## src/rtl/tlc_multiway.sv

```systemverilog
// tlc_multiway: round-robin traffic light controller for NUM_DIR approaches.
// Each direction runs GREEN -> YELLOW -> ALL-RED with fixed durations.
// Pedestrian requests are latched and served as WALK on that direction's next
// green. An emergency request preempts the rotation to a chosen direction.
module tlc_multiway #(
    parameter int NUM_DIR    = 4,
    parameter int GREEN_CYC  = 16,
    parameter int YELLOW_CYC = 5,
    parameter int ALLRED_CYC = 2,
    parameter int CNT_W      = 8,
    localparam int DIR_W     = (NUM_DIR > 2) ? $clog2(NUM_DIR) : 1
) (
    input  logic                   clk,
    input  logic                   reset,
    input  logic [NUM_DIR-1:0]     ped_req,
    input  logic                   emerg_req,
    input  logic [DIR_W-1:0]       emerg_dir,
    output logic [3*NUM_DIR-1:0]   light,
    output logic [NUM_DIR-1:0]     walk,
    output logic [DIR_W-1:0]       cur_dir,
    output logic                   emerg_active
);

    typedef enum logic [1:0] {
        S_ALLRED = 2'd0,
        S_GREEN  = 2'd1,
        S_YELLOW = 2'd2,
        S_EMERG  = 2'd3
    } state_t;

    // Timer load values: a state lasts exactly (load + 1) clocks.
    localparam logic [CNT_W-1:0] GREEN_LD  = CNT_W'(GREEN_CYC - 1);
    localparam logic [CNT_W-1:0] YELLOW_LD = CNT_W'(YELLOW_CYC - 1);
    localparam logic [CNT_W-1:0] ALLRED_LD = CNT_W'(ALLRED_CYC - 1);
    localparam logic [DIR_W-1:0] LAST_DIR  = DIR_W'(NUM_DIR - 1);

    state_t               state, state_n;
    logic [CNT_W-1:0]     tmr, tmr_n;
    logic [DIR_W-1:0]     cur_dir_n;
    logic [NUM_DIR-1:0]   walk_n;
    logic [NUM_DIR-1:0]   ped_pending, ped_pending_n;
    logic [NUM_DIR-1:0]   ped_clear;
    logic [NUM_DIR-1:0]   cur_mask;
    logic                 emerg_ok;
    logic                 emerg_hit;

    // An emergency request only counts when it names an existing direction.
    // When DIR_W exactly spans NUM_DIR every encodable value is valid.
    if ((1 << DIR_W) == NUM_DIR) begin : g_dir_full
        assign emerg_ok = emerg_req;
    end else begin : g_dir_partial
        assign emerg_ok = emerg_req && (emerg_dir < DIR_W'(NUM_DIR));
    end

    assign emerg_hit = emerg_ok && (emerg_dir == cur_dir);
    assign cur_mask  = NUM_DIR'(1) << cur_dir;

    // State, timer, phase and pedestrian registers.
    always_ff @(posedge clk or posedge reset) begin
        if (reset) begin
            state       <= S_ALLRED;
            tmr         <= ALLRED_LD;
            cur_dir     <= '0;
            walk        <= '0;
            ped_pending <= '0;
        end else begin
            // NOTE: non-blocking assignments so every register samples the
            // pre-edge values computed by the next-state logic.
            state       <= state_n;
            tmr         <= tmr_n;
            cur_dir     <= cur_dir_n;
            walk        <= walk_n;
            ped_pending <= ped_pending_n;
        end
    end

    // Next-state, timer reload, direction advance and WALK hand-off.
    always_comb begin
        // NOTE: every output of this block gets a default first so no path
        // leaves a variable unassigned and no latch is inferred.
        state_n   = state;
        tmr_n     = (tmr != '0) ? tmr - CNT_W'(1) : tmr;
        cur_dir_n = cur_dir;
        walk_n    = walk;
        ped_clear = '0;

        case (state)
            S_ALLRED: begin
                if (tmr == '0) begin
                    if (emerg_ok) begin
                        state_n   = S_EMERG;
                        tmr_n     = '0;
                        cur_dir_n = emerg_dir;
                        walk_n    = '0;
                    end else begin
                        state_n   = S_GREEN;
                        tmr_n     = GREEN_LD;
                        walk_n    = ped_pending & cur_mask;
                        ped_clear = cur_mask;
                    end
                end
            end
            S_GREEN: begin
                if (emerg_hit) begin
                    // Already green for the emergency direction: no gap.
                    state_n = S_EMERG;
                    tmr_n   = '0;
                    walk_n  = '0;
                end else if (emerg_ok || tmr == '0) begin
                    state_n = S_YELLOW;
                    tmr_n   = YELLOW_LD;
                    walk_n  = '0;
                end
            end
            S_YELLOW: begin
                if (tmr == '0) begin
                    state_n   = S_ALLRED;
                    tmr_n     = ALLRED_LD;
                    cur_dir_n = (cur_dir == LAST_DIR) ? '0 : cur_dir + DIR_W'(1);
                end
            end
            S_EMERG: begin
                // Timer frozen; leave through YELLOW on release or retarget.
                tmr_n = tmr;
                if (!emerg_hit) begin
                    state_n = S_YELLOW;
                    tmr_n   = YELLOW_LD;
                end
            end
            default: begin
                state_n = S_ALLRED;
                tmr_n   = ALLRED_LD;
            end
        endcase

        // A press in the same cycle as the clear stays pending.
        ped_pending_n = (ped_pending & ~ped_clear) | ped_req;
    end

    // Lamp decode from registered state and direction only.
    always_comb begin
        light = {NUM_DIR{3'b100}};
        for (int d = 0; d < NUM_DIR; d++) begin
            if (DIR_W'(d) == cur_dir) begin
                case (state)
                    S_GREEN, S_EMERG: light[3*d +: 3] = 3'b001;
                    S_YELLOW:         light[3*d +: 3] = 3'b010;
                    default:          light[3*d +: 3] = 3'b100;
                endcase
            end
        end
    end

    assign emerg_active = (state == S_EMERG);

endmodule
```

## config.mk

```make
export PLATFORM = sky130hd
export DESIGN_NAME = tlc_multiway
export DESIGN_NICKNAME = d
export VERILOG_FILES = /design/src/rtl/tlc_multiway.sv
export SDC_FILE = /design/constraint.sdc
export NUM_CORES = 1
export LEC_CHECK = 0
export CORE_MARGIN = 3
export CORE_UTILIZATION = 45
export DETAILED_ROUTE_END_ITERATION = 10
export GPL_ROUTABILITY_DRIVEN = 0
export PLACE_DENSITY = 0.73
export SYNTH_ARGS = -nofsm -noshare
export SYNTH_HDL_FRONTEND = slang
export SYNTH_SLANG_ARGS = --single-unit
```

## constraint.sdc

```tcl
create_clock -name clk -period 4.3 [get_ports clk]
set_input_delay 0.43 -clock clk [delete_from_list [all_inputs] [get_ports clk]]
set_output_delay 0.43 -clock clk [all_outputs]
set_load 0.01 [all_outputs]
```

==> results.json <==
{
  "outcome": "finished clean",
  "totalWireLength_mm": 2.92,
  "post_drt_wl_per_cell_um": 15.4,
  "synthTopCellsByArea": "dfrtp_1 (38%), o21ai_0 (6.4%), ha_1 (6.0%)",
  "drive_gt1_share_pct": 6.88,
  "drt_iter0_drc": 33,
  "final_core_util_pct": 62.0,
  "holdCritPathClass": "reg2reg",
  "min_from": "ped_pending[1]$_DFF_PP0_",
  "slowest_stage": "dfrtp_1",
  "ant_nets": 0,
  "fmax_ghz": 0.390,
  "ys_warn_count": 0,
  "path_class": "reg2out",
  "diodes": 0,
  "post_cts_buffers": 0,
  "fin_crit_sh_pct": 59.6,
  "r2r-start": "tmr[1]$_DFFE_PP0P_",
  "critical_path_arrival_ps": 2130,
  "start_util_pct": 48.9,
  "cts.reportedPaths.clkPinSlew_ps": 130,
  "hold_end": "ped_pending[1]$_DFF_PP0_",
  "ys_seq_area_share_pct": 40.3,
  "skew_ps": 4.84,
  "die_w_um": 58.6,
  "clockBufferDepth": 2,
  "synth_nets": 149,
  "grt_pass1_wl_mm": 5.03,
  "worstSetupEndpointType": "output port",
  "dieArea_mm2": 0.00343,
  "setup.worst_path.start_class": "register",
  "place_area_mm2": 0.00153,
  "drc": 0,
  "power_mw": 1.00,
  "synth_top_cell_by_area": "dfrtp_1",
  "max-slew-margin-rel_pct": 47.2,
  "leakage_nw": 0.619,
  "critPathTopFamily": "flip-flops",
  "vias_per_cell": 5.68,
  "dr.pass1.iters": 4,
  "crit_start": "state[0]$_DFFE_PP0P_",
  "rr_worst_depth": 10,
  "area_growth_syn_to_layout_pct": 26.8,
  "final.setup.tns_ps": 0,
  "htree_levels": 1,
  "dpl.hpwl_mm": 2.16,
  "io_buffers": 27,
  "numCtsBuffers": 3,
  "cpPeakStageDelay_ps": 640,
  "grt_pass1_vias": 1072,
  "r2r_setup_slack_ps": 1820,
  "num_rows": 18,
  "synth-edff-count": 0,
  "post_cts_resized": 0,
  "power_density_mw_per_mm2": 635,
  "synthArstFlopShare_pct": 100,
  "required_ps": 3870,
  "cap_violations": 0,
  "worst-path-buf-inv": 1,
  "hold_viol": 0,
  "use_met2_pct": 31.1,
  "vias": 1079,
  "cts_root_buf": "clkbuf_4",
  "hold_buffers": 0,
  "peakVddDrop_v": 0.000421,
  "io_pins": 28,
  "overflow": 0,
  "rsz0062_at_grt": "false",
  "reg2reg_to": "tmr[0]$_DFFE_PP1P_",
  "antenna_found_initial": 0,
  "path_cells": "nor2b_1 -> and2_1 -> clkdlybuf4s50_1",
  "critical_path.max_fanout": 23,
  "cts_tree": "done",
  "synth_top_flop_cell": "dfrtp_1",
  "core_mm2": 0.00254,
  "final_cell_area_mm2": 0.00158,
  "grt.met1_usage_pct": 25.1,
  "whs_path_depth": 1,
  "synth_cell_types": 36,
  "synth_top_area_share_pct": 38.2,
  "worst_pin_slew_ps": 791,
  "worstSkewPairLatency_ps": 310,
  "synth_area_per_cell_um2": 9.29,
  "syn_area_mm2": 0.00124,
  "die_y_um": 58.6,
  "final-max-slew-violation-count": 0,
  "grt_max_degree": 24,
  "grtUsageTotal_pct": 19.0,
  "synth-seq-cells": 20,
  "fin_nets": 176,
  "busiest_layer": "met2",
  "setup_viol": 0,
  "timing.final.crit_period_ps": 2560,
  "cts.sinks": 20,
  "syn_inst": 134,
  "use_met3_pct": 3.95
}
## registers in the layout (all words and copies together) (netlist names)
signal       count
cur_dir          2
ped_pending      4
state            2
tmr              8
walk             4
## cells by family (layout without fill, tap and decap cells)
logic type	count (synthesis)	after routing	share of synthesized area, %
compound gates	41	41	21.6
xor+xnor	3	3	2.11
fa+ha+maj	6	6	6.03
buf+inv	15	41	5.13
flops	20	20	40.3
mux	5	5	4.02
simple gates	44	44	20.8
## synth_stat cells, types with 2 or more instances
library cell / n
dfrtp_1: 19
o21ai_0: 16
inv_1: 10
and2_1: 9
nand2_1: 9
nor2_1: 8
a21oi_1: 6
ha_1: 6
a21o_1: 5
mux2i_1: 5
a32o_1: 4
clkbuf_1: 4
nand3_1: 3
nor3_1: 3
xor2_1: 3
nor2b_1: 2
o21a_1: 2
or4_1: 2
## cell type report
class                   count  area, um^2
clock buffers               3        22.5
clock inverters             1        30.0
fillers                   230         966
inverters                  10        37.5
multi-input cells          99         679
flip-flops and latches     20         502
well taps                  30        37.5
repair buffers             27         270
## how the worst max path moves through the flow
stage	endpoint	slack (ps)	cells past startpoint
floorplan	tmr[0]$_DFFE_PP1P_	2160	11
global placement	tmr[0]$_DFFE_PP1P_	1950	10
detailed placement	tmr[0]$_DFFE_PP1P_	1870	10
CTS	light[4]	1740	3
global route	light[7]	1610	3
finish	light[7]	1740	3
## where the power goes
part           switching, mW  internal (mW)  total [mW]  leakage, nW
clock network         0.0635         0.0942       0.158       0.0279
registers             0.0875          0.256       0.344        0.234
logic                  0.250          0.252       0.502        0.358
total                  0.401          0.602        1.00        0.619
## cells in the final DEF (no fill, tap or decap), drive strengths merged, types with 2 or more instances in the layout
cell / instances
clkbuf: 3
a21o: 5
o21ai: 16
mux2i: 5
and2: 9
ha: 6
a21oi: 6
a32o: 4
nand2: 9
inv: 10
clkdlybuf4s50: 27
nor3: 4
nor2b: 2
or4: 2
nand3: 3
xor2: 3
o21a: 2
nor2: 9
dfrtp: 19
## per-layer routing
layer	wire length, um	part of all wire, %
met1	1360	47
met2	1380	47
met3	165	5.6
met4	12	0.41
met5	0	0
## stage by stage
| stage | hold WS (ps) | cells | setup WS (ps) |
|---|---|---|---|
| final | 497 | 190 | 1740 |
| after global routing | 520 | 190 | 1610 |
| after CTS | 497 | 190 | 1740 |
| after detailed placement | 467 | 186 | 1870 |
| after global placement | 460 | 186 | 1950 |
| after floorplan | 393 | 134 | 2160 |
Power figures use the tool's default switching activity.
==> edit 1 (config.mk and constraints unchanged) <==
`GREEN_CYC`: 16 -> 8.
--- a/src/rtl/tlc_multiway.sv
+++ b/src/rtl/tlc_multiway.sv
@@ -4,7 +4,7 @@
 // green. An emergency request preempts the rotation to a chosen direction.
 module tlc_multiway #(
     parameter int NUM_DIR    = 4,
-    parameter int GREEN_CYC  = 16,
+    parameter int GREEN_CYC  = 8,
     parameter int YELLOW_CYC = 5,
     parameter int ALLRED_CYC = 2,
     parameter int CNT_W      = 8,
Check against the original RTL: same outputs for any inputs over 10 cycles, from zero or initial values and one cycle with reset high; that may be too few to reach the edited logic, so the function may still have changed.
==> edit 1 against the unedited design <==
Worst setup slack better by 0.090 ns; critical path depth is 1 higher; total power is 4.6% higher; wire length is 2.9% lower; synthesized area is 0.50% higher; sequential cell count stayed put; design area is 1.1% lower; fmax is 3.6% higher.
==> edit 1: results (changes against the unedited design) <==
| Metric | Value |
|---|---|
| Hold path depth | 1 (unchanged) |
| Maximum number of pins on one net before global-route repair | 21 (was 24) |
| Commonest cells in the netlist | dfrtp_1, o21ai_0, and2_1, inv_1, nand2_1 (was dfrtp_1, o21ai_0, inv_1) |
| Sequential area share after synthesis | 40.1% (was 40.3%) |
| Synth Net Count | 150 (was 149) |
| Largest registers ranked by flip-flop count | tmr: 8 flops, ped_pending: 4 flops, walk: 4 flops (unchanged) |
| Final clock skew | 0.00355 ns (was 0.00484 ns) |
| Via count of the first global-routing pass | 1053 (was 1072) |
| Headroom to the max-slew limit | 48.6% (was 47.2%) |
| DRC marker count from the first detailed-route iteration | 44 (was 33) |
| R2r worst-path depth | 8 (was 10) |
| Source of the worst register-to-register timing path | tmr[2]$_DFFE_PP0P_ (was tmr[1]$_DFFE_PP0P_) |
| Clock latency at the later pin of the worst-skew pair | 0.31 ns (about the same) |
| Crit Path Max Fanout | 16 (was 23) |
| Post-cts sizing count | 0 (unchanged) |
| Worst endpoint data arrival time | 2.04 ns (was 2.13 ns) |
| Estimated wirelength of the detail-placed design | 2.09 mm (was 2.16 mm) |
| Power dissipated by switching net loads | 443 uW (was 401 uW) |
| Worst voltage drop across the vdd grid | 0.452 mV (was 0.421 mV) |
| Leak Pwr | 0.651 nW (was 0.619 nW) |
| Setup slack of the worst register-to-register path | 2.19 ns (was 1.82 ns) |
| Number of inserted filler cells in the final layout | 234 (was 230) |
| Top area cells in the synthesized netlist | dfrtp_1, ha_1, o21ai_0 (was dfrtp_1, o21ai_0, ha_1) |
| Outcome | completed (unchanged) |
| Number of diodes | 0 (unchanged) |
| Count of nets after finishing | 175 (was 176) |
| Critical Path Start | state[1]$_DFFE_PP0P_ (was state[0]$_DFFE_PP0P_) |
| Slowest Stage Delay on Critical Path | 0.64 ns (about the same) |
| Library cells used by synthesis | 38 (was 36) |
| Sum of routed wire length over all layers | 2.84 mm (was 2.92 mm) |
| Share of post-route cells with drive strength above 1 | 5.03% (was 6.88%) |
| Last element of the critical path | light[1] (was light[7]) |
| Antenna violations before repair | 0 (unchanged) |
| Maximum level of the CTS H-tree | 1 (unchanged) |
| Total Routing Usage GR | 18.9% (was 19.0%) |
| Warnings from Yosys | 0 (unchanged) |
| Clock-pin transition on the worst setup and hold timing paths | 0.11 ns (was 0.13 ns) |
| Mean number of vias per cell | 5.88 (was 5.68) |
| DRT Pass-1 Iters | 4 (unchanged) |
## edit 1: worst min-delay path by stage
stage / from / slack, ns / end
floorplan: reset / 0.39 / cur_dir[0]$_DFFE_PP0P_
global placement: ped_pending[0]$_DFF_PP0_ / 0.45 / ped_pending[0]$_DFF_PP0_
detailed placement: ped_pending[1]$_DFF_PP0_ / 0.47 / ped_pending[1]$_DFF_PP0_
CTS: ped_pending[1]$_DFF_PP0_ / 0.50 / ped_pending[1]$_DFF_PP0_
global route: ped_pending[1]$_DFF_PP0_ / 0.51 / ped_pending[1]$_DFF_PP0_
finish: ped_pending[2]$_DFF_PP0_ / 0.50 / ped_pending[2]$_DFF_PP0_
## edit 1: per-layer routing
metal	GRT usage [%]	vias to the layer above	part of all wire, %
li1	-	541	-
met1	26.1	536	44
met2	28.5	26	48
met3	4.39	8	5.0
met4	7.77	0	2.3
met5	0	-	0
## edit 1: cell families (layout without fill, tap and decap cells)
family                   count (synthesis)  in the layout  share of synthesized area [%]
adder cells (fa/ha/maj)                  6              6                           6.00
multiplexers                             4              4                           3.20
AO/OA/AOI/OAI                           41             41                           21.3
flip-flops                              20             20                           40.1
XOR/XNOR                                 3              3                           2.10
AND/OR/NAND/NOR                         43             43                           21.1
buffers and inverters                   18             42                           6.20
## edit 1: power groups by stage
| stage | Clock [mW] | Sequential, mW | Combinational, mW |
|---|---|---|---|
| floorplan | 0 | 0.331 | 0.389 |
| global placement | 0 | 0.350 | 0.575 |
| detailed placement | 0 | 0.356 | 0.586 |
| CTS | 0.114 | 0.354 | 0.588 |
| global route | 0.120 | 0.374 | 0.660 |
| finish | 0.109 | 0.355 | 0.585 |
## edit 1: through the flow
stage	power, mW	cell area, um2	instances	setup slack [ns]	hold WS (ns)
2_1_floorplan	0.720	1250	135	2.46	0.393
3_3_place_gp	0.925	1530	185	2.16	0.454
3_5_place_dp	0.942	1530	185	2.11	0.470
4_1_cts	1.06	1560	189	1.82	0.502
5_1_grt	1.15	1560	189	1.62	0.512
6_report	1.05	1560	189	1.83	0.498
## edit 1: area by class of cell
type	instances	area (um2)	area share [%]
sequential	20	502	32.1
multi-input combinational	97	672	43.0
timing repair buffer	27	270	17.3
inverter	11	43.8	2.80
tap	30	37.5	2.40
clock buffer	4	36.3	2.32
## edit 1: critical path: cells and delay by family, from the launching register on
family	cells	cell delay, ns
buf+inv	2	0.66
flops	1	0.64
simple gates	2	0.43
==> edit 2 (config.mk and constraints unchanged) <==
Without the edit above. Take the reset off `ped_pending` and load it in a clocked block of its own.
--- a/src/rtl/tlc_multiway.sv
+++ b/src/rtl/tlc_multiway.sv
@@ -62,7 +62,6 @@
             tmr         <= ALLRED_LD;
             cur_dir     <= '0;
             walk        <= '0;
-            ped_pending <= '0;
         end else begin
             // NOTE: non-blocking assignments so every register samples the
             // pre-edge values computed by the next-state logic.
@@ -70,8 +69,11 @@
             tmr         <= tmr_n;
             cur_dir     <= cur_dir_n;
             walk        <= walk_n;
-            ped_pending <= ped_pending_n;
         end
+    end
+
+    always_ff @(posedge clk) begin
+        ped_pending <= ped_pending_n;
     end
 
     // Next-state, timer reload, direction advance and WALK hand-off.
Check against the original RTL: not equivalent (Yosys sat finds a counterexample within 4 cycles, from zero or initial values and one cycle with reset high).
==> edit 2 against the unedited design <==
Design area rose by 1.8%; sequential cell count is the same; total power rose by 5.8%; worst setup slack got worse by 0.0017 ns; wire length grew 13%; synthesized area rose by 3.2%; fmax hardly changed; critical endpoint is now light[4]; largest cell class unchanged.
==> edit 2: results (changes against the unedited design) <==
| Metric | Value |
|---|---|
| DRT Pass-1 Iters | 5 (was 4) |
| Clock latency at the later pin of the worst-skew pair | 0.32 ns |
| Library cells used by synthesis | 40 (was 36) |
| Synth Net Count | 155 (was 149) |
| Proportion of synthesized flip-flops having asynchronous set or reset | 80.0% (was 100%) |
| Cells after synthesis | 140 (was 134) |
| Commonest cells in the netlist | dfrtp_1, nand2_1, o21ai_0 (was dfrtp_1, o21ai_0, inv_1) |
| Count of nets after finishing | 180 (was 176) |
| Crit Path Max Fanout | 17 (was 23) |
| Post-cts sizing count | 0 (unchanged) |
| Estimated wirelength of the detail-placed design | 2.43 mm (was 2.16 mm) |
| Setup slack of the worst register-to-register path | 1.93 ns (was 1.82 ns) |
| Worst min-delay path category | register to register (unchanged) |
| Number of I/O port buffers | 27 (unchanged) |
| Antenna violations before repair | 0 (unchanged) |
| DRC marker count from the first detailed-route iteration | 69 (was 33) |
| Sequential area share after synthesis | 37.5% (was 40.3%) |
| Share of post-route cells with drive strength above 1 | 6.71% (was 6.88%) |
| Total Routing Usage GR | 20.9% (was 19.0%) |
| Warnings from Yosys | 0 (unchanged) |
| CP top delay family | simple AND/OR/NAND/NOR gates (was flip-flops) |
| Outcome | completed (unchanged) |
| Global-route wire length before repair | 5.55 mm (was 5.03 mm) |
| Top area cells in the synthesized netlist | dfrtp_1, dfxtp_1, ha_1 (was dfrtp_1, o21ai_0, ha_1) |
| Leak Pwr | 0.679 nW (was 0.619 nW) |
| Non-filler instance count after layout | 194 (was 190) |
| Final clock skew | 0.00685 ns (was 0.00484 ns) |
| Worst voltage drop across the vdd grid | 0.371 mV (was 0.421 mV) |
| Headroom to the max-slew limit | 49.5% (was 47.2%) |
| Inserted Clock Buffers | 3 (unchanged) |
| DR vias | 1173 (was 1079) |
| Maximum number of pins on one net before global-route repair | 18 (was 24) |
| Sum of routed wire length over all layers | 3.29 mm (was 2.92 mm) |
| Slowest cell on crit path | dfrtp_1 (unchanged) |
| Slowest Stage Delay on Critical Path | 0.60 ns (was 0.64 ns) |
-- edit 2: path summary, 6_finish.rpt --
path	from	to	cells after the start
hold / removal	ped_pending[3]$_DFF_P_	ped_pending[3]$_DFF_P_	1
max in group asynchronous	reset	walk[1]$_DFFE_PP0P_	2
setup / recovery	state[0]$_DFFE_PP0P_	light[4]	3
setup reg to reg	tmr[0]$_DFFE_PP1P_	tmr[0]$_DFFE_PP1P_	9
min in group asynchronous	reset	tmr[7]$_DFFE_PP0P_	2
hold reg to reg	ped_pending[3]$_DFF_P_	ped_pending[3]$_DFF_P_	1
-- edit 2: logic make-up after synthesis --
kind of cell	after synthesis	synth area share, %
AO/OA/AOI/OAI	37	19.9
XOR/XNOR	3	2.05
adder cells (fa/ha/maj)	6	5.84
buffers and inverters	15	5.45
flip-flops	20	37.5
multiplexers	4	3.12
AND/OR/NAND/NOR	55	26.2
-- edit 2: final cells by class --
class                           count  area [um2]
Clock buffer                        3        22.5
Clock inverter                      1        30.0
Fill cell                         242         982
Inverter                            8        32.5
Multi-Input combinational cell    105         733
Sequential cell                    20         482
Tap cell                           30        37.5
Timing Repair Buffer               27         270
-- edit 2: stage by stage --
| stage | total power [mW] | util [%] | setup slack [ns] | cell area [um2] | hold WS, ns |
|---|---|---|---|---|---|
| 2_1_floorplan | 0.698 | - | 2.31 | 1280 | 0.343 |
| 3_3_place_gp | 0.880 | 60.0 | 1.94 | 1560 | 0.434 |
| 3_5_place_dp | 0.900 | 60.0 | 1.94 | 1560 | 0.442 |
| 4_1_cts | 1.07 | 62.1 | 1.73 | 1610 | 0.471 |
| 5_1_grt | 1.14 | 62.1 | 1.62 | 1610 | 0.503 |
| 6_report | 1.06 | 62.1 | 1.74 | 1610 | 0.469 |
-- edit 2: where the power goes --
part / switching [mW] / internal (mW)
sequential: 0.0852 / 0.253
clock: 0.0666 / 0.0943
combinational: 0.295 / 0.266
-- edit 2: per-layer routing --
layer | track usage, % | up-vias | part of all wire, %
li1 | - | 551 | -
met1 | 26.4 | 574 | 43
met2 | 36.0 | 46 | 50
met3 | 3.49 | 2 | 6.1
met4 | 6.47 | 0 | 0.46
met5 | 0 | - | 0
